===== config.mk =====
export PLATFORM = sky130hd
export DESIGN_NAME = cla_pipelined
export DESIGN_NICKNAME = d
export VERILOG_FILES = /design/src/rtl/cla_pkg.sv /design/src/rtl/cla_group.sv /design/src/rtl/cla_pipelined.sv
export SDC_FILE = /design/constraint.sdc
export NUM_CORES = 1
export LEC_CHECK = 0
export BUFFER_PORTS_ARGS = -buffer_cell sky130_fd_sc_hd__buf_2
export CORE_MARGIN = 5
export CORE_UTILIZATION = 51
export DETAILED_ROUTE_END_ITERATION = 8
export GPL_ROUTABILITY_DRIVEN = 0
export PLACE_DENSITY = 0.78
export SLEW_MARGIN = 20
export SYNTH_ARGS = -nofsm -noshare
export SYNTH_HDL_FRONTEND = slang
export SYNTH_SLANG_ARGS = --single-unit

===== constraint.sdc =====
create_clock -name clk -period 1.69 [get_ports clk]
set_input_delay 0.2535 -clock clk [delete_from_list [all_inputs] [get_ports clk]]
set_output_delay 0.2535 -clock clk [all_outputs]
set_load 0.05 [all_outputs]

===== src/rtl/cla_pkg.sv =====
// Shared configuration for the pipelined carry-lookahead adder.
// Default geometry plus helpers used at elaboration time.
package cla_pkg;

  localparam int CLA_WIDTH = 8;
  localparam int CLA_GROUP = 4;

  function automatic int cla_ngrp(input int width, input int group);
    return width / group;
  endfunction

  function automatic bit cla_cfg_ok(input int width, input int group);
    return (group > 0) && (width >= group) && ((width % group) == 0);
  endfunction

endpackage


===== src/rtl/cla_group.sv =====
// Combinational GROUP-bit carry-lookahead adder slice.
// Every carry is a flat sum-of-products of generate/propagate terms.
module cla_group #(
  parameter int GROUP = 4
) (
  input  logic [GROUP-1:0] a,
  input  logic [GROUP-1:0] b,
  input  logic             cin,
  output logic [GROUP-1:0] sum,
  output logic             cout,
  output logic             cmsb
);

  logic [GROUP-1:0] g;
  logic [GROUP-1:0] p;
  logic [GROUP:0]   c;

  assign g    = a & b;
  assign p    = a ^ b;
  assign c[0] = cin;

  for (genvar i = 0; i < GROUP; i++) begin : g_carry
    logic [i+1:0] terms;
    assign terms[0] = cin & (&p[i:0]);
    for (genvar j = 0; j <= i; j++) begin : g_term
      if (j == i) begin : g_last
        assign terms[j+1] = g[j];
      end else begin : g_prop
        assign terms[j+1] = g[j] & (&p[i:j+1]);
      end
    end
    assign c[i+1] = |terms;
  end

  assign sum  = p ^ c[GROUP-1:0];
  assign cout = c[GROUP];
  assign cmsb = c[GROUP-1];

endmodule


===== src/rtl/cla_pipelined.sv =====
// Pipelined add/subtract: one lookahead group per stage, carry registered
// between stages, valid/ready stream with a single global stall enable.
module cla_pipelined
  import cla_pkg::*;
#(
  parameter int WIDTH = CLA_WIDTH,
  parameter int GROUP = CLA_GROUP
) (
  input  logic             clk,
  input  logic             rst_n,
  input  logic             in_valid,
  output logic             in_ready,
  input  logic [WIDTH-1:0] a,
  input  logic [WIDTH-1:0] b,
  input  logic             cin,
  input  logic             sub,
  output logic             out_valid,
  input  logic             out_ready,
  output logic [WIDTH-1:0] sum,
  output logic             cout,
  output logic             ovf
);

  localparam int NGRP = cla_ngrp(WIDTH, GROUP);

  if (!cla_cfg_ok(WIDTH, GROUP)) begin : g_cfg_err
    $error("cla_pipelined: WIDTH must be a multiple of GROUP");
  end

  logic en;

  logic [NGRP:1]    sv;
  logic [NGRP:1]    sc;
  logic [WIDTH-1:0] sa [1:NGRP];
  logic [WIDTH-1:0] sb [1:NGRP];
  logic [WIDTH-1:0] ss [1:NGRP];
  logic [WIDTH-1:0] sn [1:NGRP];
  logic [NGRP:1]    gco;
  logic [NGRP:1]    gcm;

  logic [NGRP:1]    v_q;
  logic [NGRP:1]    c_q;
  logic [NGRP:1]    m_q;
  logic [WIDTH-1:0] a_q [1:NGRP];
  logic [WIDTH-1:0] b_q [1:NGRP];
  logic [WIDTH-1:0] s_q [1:NGRP];

  assign en       = !out_valid || out_ready;
  assign in_ready = en;

  for (genvar k = 1; k <= NGRP; k++) begin : g_stg
    logic [GROUP-1:0] gsum;
    logic [WIDTH-1:0] mrg;

    if (k == 1) begin : g_in
      assign sv[k] = in_valid;
      assign sa[k] = a;
      assign sb[k] = b ^ {WIDTH{sub}};
      assign sc[k] = sub | cin;
      assign ss[k] = '0;
    end else begin : g_prev
      assign sv[k] = v_q[k-1];
      assign sa[k] = a_q[k-1];
      assign sb[k] = b_q[k-1];
      assign sc[k] = c_q[k-1];
      assign ss[k] = s_q[k-1];
    end

    cla_group #(.GROUP(GROUP)) u_grp (
      .a    (sa[k][k*GROUP-1 -: GROUP]),
      .b    (sb[k][k*GROUP-1 -: GROUP]),
      .cin  (sc[k]),
      .sum  (gsum),
      .cout (gco[k]),
      .cmsb (gcm[k])
    );

    // Splice this group's sum bits into the deskewed lower result.
    always_comb begin
      mrg = ss[k];
      mrg[k*GROUP-1 -: GROUP] = gsum;
    end

    assign sn[k] = mrg;
  end

  // Advance every stage, bubbles included, only when the output can move.
  always_ff @(posedge clk or negedge rst_n) begin
    if (!rst_n) begin
      v_q <= '0;
      c_q <= '0;
      m_q <= '0;
      for (int k = 1; k <= NGRP; k++) begin
        a_q[k] <= '0;
        b_q[k] <= '0;
        s_q[k] <= '0;
      end
    end else if (en) begin
      v_q <= sv;
      c_q <= gco;
      m_q <= gcm;
      for (int k = 1; k <= NGRP; k++) begin
        a_q[k] <= sa[k];
        b_q[k] <= sb[k];
        s_q[k] <= sn[k];
      end
    end
  end

  assign out_valid = v_q[NGRP];
  assign sum       = s_q[NGRP];
  assign cout      = c_q[NGRP];
  assign ovf       = c_q[NGRP] ^ m_q[NGRP];

endmodule

==> impl_metrics.csv, run 1 <==
group,metric,value,unit
detailed_routing,met1Wirelength,1.03,mm
synthesis,ys_ff_latch,25,
synthesis,syn_nets,164,
sta,fmax,648,MHz
critical_path,cp_max_fo,3,
floorplanning,core_area,2430,sq um
cts,clock_path_buffers,2,
hold_path,worstHoldPathCells,3,
synthesis,synth_edf_count,0,
run_status,status,"finished, final reports clean",
sta,whs,0.136,ns
cts,clock-sinks,25,
sta,setup_violations,0,
sta,finClkSkew,0.00793,ns
critical_path,critPathRequiredTime,1.93,ns
floorplanning,die_w,60.1,microns
place,place_worst_setup_slack,0.00662,ns
global_route,grt_pass1_wl,4.12,mm
synthesis,synth_cells,132,
cts,post_cts_buffers,0,
floorplanning,fp.dieArea,3610,sq um
critical_path,critPathKind,"reg -> reg",
floorplanning,initial_core_util,52.6,%
detailed_routing,vias,974,
detailed_routing,drtIter0Drc,9,
detailed_routing,wl_met2,1.12,mm
synthesis,synth_area,1280,sq um
global_route,grtUsageTotal,14.9,%
detailed_routing,ant_nets,0,
sta,worst_pin_slew,0.538,ns
global_route,antenna_found_initial,0,
synthesis,ys_top_cells_by_area,"dfrtp_1 (49%), nand2_1 (12%), ha_1 (7.8%)",
cts,root_buffer,"clkbuf_4",
critical_path,reg2reg_depth,5,
floorplanning,die_h,60.1,microns
synthesis,synth_top_area_share,48.9,%
sta,fin_ws,0.147,ns
place,place_hpwl,1.84,mm
finish,num-fill-cells,204,
cts,cts.htree.levels,1,
synthesis,synth.distinct_cells,25,
cts,clk_latency,0.31,ns
cts,clk_pin_slew,0.13,ns
hold_path,hold_path.class,"in -> reg",
finish,antenna_cells,0,
finish,layout-drive-gt1-share,29.0,%
run,cap_violations,0,
cts,cts_tree,"done",
global_route,grt_pass1_vias,1008,
sta,slew_violations,0,
sta,timing.final.hold_violations,0,
detailed_routing,drt_wl_total,2.34,mm
floorplanning,rows,18,
detailed_routing,top_layer_used,"met4",
power,p_leak,0.000789,uW
sta,finalCritPeriodShare,91.3,%
critical_path,cp-end-kind,"register",
critical_path,crit_arrival,1.79,ns
critical_path,start_kind,"register",
detailed_routing,first_pass_iters,3,
power,ir_worst_vdd,0.000757,V
detailed_routing,wl_per_cell,11.7,microns
detailed_routing,drc,0,
synthesis,synth_top_flop_cell,"dfrtp_1",
finish,synthToLayoutAreaGrowth,20.7,%
power,powerDensity,1320,nW/um^2
sta,fin_crit,1.54,ns
synthesis,yosysTopAreaCell,"dfrtp_1",
global_route,grt.overflow.total,0,
cts,numCtsBuffers,3,
sta,slew_headroom,64.1,%
detailed_routing,routed_via_density,4.89,
finish,nets,202,
place,port-buffer-count,33,
sta,setup_tns,0,ns
detailed_routing,route.met3.wl,139,microns
synthesis,synth_area_per_cell,9.69,sq um
synthesis,seq_area_frac_synth,48.9,%
floorplanning,pin_count,34,
global_route,grt_start_max_net_pins,31,
synthesis,async_flop_share,100,%
synthesis,yosysWarningCount,0,
final timing paths:
path	from	to	slack, ns
max	a_q[12]	sum[7]	0.15
min	a[6]	a_q[14]	0.14
max reg2reg	a_q[12]	sum[7]	0.15
min reg2reg	sum[2]	sum[2]	0.47
max in group asynchronous	rst_n	c_q[1]	0.89
min in group asynchronous	rst_n	sum[4]	0.44
metrics by stage:
step,instances,total power (uW),util (%),area [sq um]
after floorplan,132,1560,-,1290
after global placement,194,1760,61.5,1500
after detailed placement,194,1790,61.5,1500
after CTS,199,2050,63.0,1530
after global routing,199,2190,63.5,1540
final,199,2040,63.5,1540
final cells by class:
class	instances	area [sq um]	share of cell area, %
repair buffers	39	215	13.9
clock buffers	4	26.3	1.70
inverters	3	11.3	0.729
well taps	30	37.5	2.43
multi-input cells	98	628	40.7
flip-flops and latches	25	626	40.5
cell families after synthesis:
group / synth area share (%)
XOR/XNOR: 8.22
flip-flops: 48.9
AND/OR/NAND/NOR: 15.9
AO/OA/AOI/OAI: 12.5
buffers and inverters: 3.42
adder cells (fa/ha/maj): 11.0
cells in the mapped netlist (all sizes together) (3+ instances only):
library cell	number
nand2	41
dfrtp	25
inv	3
a21oi	4
ha	8
xnor2	6
buf	3
nor2	7
o21ai	10
clkbuf	3
xor2	6
critical path, stage by stage, from the launching register on:
cell and delay, ns:
dfrtp_1 0.44, ha_1 0.34, a211oi_2 0.29, o21bai_2 0.14, xnor2_1 0.13, o21ai_0 0.14
state kept, by name (all words and copies together), names as in the netlist:
register,count
a_q,4
g_stg.mrg,4
v_q,2
c_q,2
b_q,4
m_q,1
sum,8
power breakdown:
group | total, uW | leakage [uW] | internal [uW] | switching (uW)
combinational | 937 | 0.000477 | 288 | 649
sequential | 848 | 0.000297 | 753 | 95.4
clock | 255 | 0.0000150 | 92.1 | 163
cell usage in the layout, fill, tap and decap left out, types with 5 or more instances in the layout:
| master | n |
|---|---|
| xor2_1 | 5 |
| buf_4 | 5 |
| buf_2 | 32 |
| nor2_1 | 7 |
| ha_1 | 8 |
| dfrtp_1 | 25 |
| o21ai_0 | 10 |
| xnor2_1 | 6 |
| nand2_1 | 41 |
per-layer routing:
metal / vias up / global-route usage (%)
li1: 502 / -
met1: 441 / 19.1
met2: 26 / 25.2
met3: 5 / 1.51
met4: 0 / 6.65
met5: - / 0
what timing repair did:
item,CTS,global route
resized for setup,0,4
hold buffers,1,0
hold endpoints to repair,25,0
endpoints found under the setup margin,0,3
Power figures use the tool's default switching activity.
==> run 2: changes to the inputs <==
CORE_ASPECT_RATIO = 0.75   (was default)
==> impl_metrics.csv, run 2 (synthesized netlist as in run 1, its figures left out) <==
group,metric,value,unit
detailed_routing,drc,0,
critical_path,crit_path_max_incr_delay,0.41,ns
detailed_routing,ant_nets,0,
sta,timing.final.hold_violations,0,
cts,clk_pin_slew,0.12,ns
detailed_routing,first_pass_iters,4,
finish,mostFrequentLayoutCell,"nand2_1",
cts,root_buffer,"clkbuf_4",
power,powerDensity,1310,nW/um^2
global_route,grt_start_max_net_pins,31,
global_route,grt.overflow.total,0,
detailed_routing,vias,1002,
floorplanning,fp.dieArea,3620,sq um
finish,fin_util,66.6,%
critical_path,critPathKind,"reg -> reg",
detailed_routing,drtIter0Drc,40,
sta,slew_violations,0,
sta,worst_pin_slew,0.534,ns
cts,numCtsBuffers,3,
global_route,antenna_found_initial,0,
critical_path,critPathRequiredTime,1.89,ns
detailed_routing,routed_via_density,4.89,
critical_path,crit_top_cell,"o21ai_0",
finish,synthToLayoutAreaGrowth,22.1,%
critical_path,cp-end-kind,"register",
cts,cts.htree.levels,1,
place,place_worst_setup_slack,-0.00330,ns
run_status,status,"finished, final reports clean",
finish,num-fill-cells,206,
finish,layout_common_cells,"nand2_1 (41), buf_2 (33), dfrtp_1 (25)",
cts,clock_path_buffers,2,
sta,fmax,647,MHz
place,place_hpwl,1.92,mm
critical_path,path_buf_inv,0,
cts,clock-sinks,25,
floorplanning,pin_count,34,
global_route,grtUsageTotal,15.7,%
sta,rsz0062_at_grt,"no",
sta,slew_headroom,64.4,%
finish,antenna_cells,0,
power,p_leak,0.000798,uW
floorplanning,die_h,53.4,microns
sta,finClkSkew,0.00500,ns
place,port-buffer-count,33,
floorplanning,die_w,67.8,microns
sta,fin_crit,1.55,ns
critical_path,cp_max_fo,3,
detailed_routing,drt_wl_total,2.42,mm
floorplanning,initial_core_util,54.5,%
sta,finalCritPeriodShare,91.4,%
detailed_routing,wl_per_cell,11.8,microns
sta,setup_violations,0,
cts,clk_latency,0.31,ns
finish,largest_reg_flops,8,
run,cap_violations,0,
global_route,grt_pass1_wl,4.20,mm
critical_path,cp_top_family,"compound AO/OA/AOI/OAI gates",
critical_path,crit_arrival,1.74,ns
power,ir_worst_vdd,0.000488,V
finish,nets,204,
critical_path,path_cells,"ha_1 -> o21ai_0 -> o21bai_2 -> a21oi_1 -> o21ai_0",
hold_path,hold_path.class,"in -> reg",
critical_path,crit_slowest_cell,"dfrtp_1",
cts,cts_tree,"done",
critical_path,start_kind,"register",
floorplanning,rows,15,
finish,layout-drive-gt1-share,29.2,%
global_route,grt_pass1_vias,960,
floorplanning,core_area,2350,sq um
sta,fin_ws,0.145,ns
==> run 2: area by class of cell <==
class	count	area, sq um	share of cell area (%)
Tap cell	34	42.5	2.72
Multi-Input combinational cell	98	628	40.2
Timing Repair Buffer	41	228	14.6
Inverter	3	11.3	0.721
Clock buffer	4	26.3	1.68
Sequential cell	25	626	40.1
==> run 2: worst register-to-register path, cell delays in order (launching register included) <==
cell and delay, ns:
dfrtp_1 0.41, ha_1 0.34, o21ai_0 0.29, o21bai_2 0.13, a21oi_1 0.16, o21ai_0 0.10
==> run 2: timing repair <==
action                                  CTS  global route
endpoints found under the setup margin    0             2
setup buffers                             0             1
endpoints found under the hold margin    25             0
hold buffers                              1             0
gates resized for setup                   0             2
==> run 2: final timing paths <==
check	endpoint	depth (start not counted)	from	slack, ns
max	c_q[2]	5	a_q[13]	0.14
min	a_q[12]	3	a[4]	0.13
max in group asynchronous	sum[7]	2	rst_n	0.90
min reg2reg	v_q[1]	2	v_q[1]	0.48
min in group asynchronous	sum[1]	2	rst_n	0.43
max reg2reg	c_q[2]	5	a_q[13]	0.14
==> run 2: layer usage <==
| metal | wire [microns] | GRT usage [%] | vias to the layer above |
|---|---|---|---|
| met5 | 0 | 0 | - |
| met4 | 53 | 5.94 | 0 |
| met3 | 201 | 5.31 | 5 |
| met2 | 1080 | 25.0 | 37 |
| met1 | 1090 | 19.6 | 453 |
| li1 | - | - | 507 |
==> run 2: stage by stage <==
stage | instances | hold slack [ns] | power [uW] | setup TNS, ns | cell area, sq um
2_1_floorplan | 132 | -0.0421 | 1560 | 0 | 1290
3_3_place_gp | 199 | 0.258 | 1770 | 0 | 1510
3_5_place_dp | 199 | 0.271 | 1800 | -0.00597 | 1510
4_1_cts | 204 | 0.113 | 2060 | 0 | 1550
5_1_grt | 205 | 0.105 | 2200 | 0 | 1560
6_report | 205 | 0.126 | 2050 | 0 | 1560
==> run 2: power by group <==
| group | leakage [uW] | switching, uW | internal, uW | total [uW] |
|---|---|---|---|---|
| Combinational | 0.000486 | 656 | 293 | 949 |
| Sequential | 0.000297 | 96.4 | 753 | 850 |
| Clock | 0.0000150 | 162 | 92.4 | 254 |
| Total | 0.000798 | 915 | 1140 | 2050 |
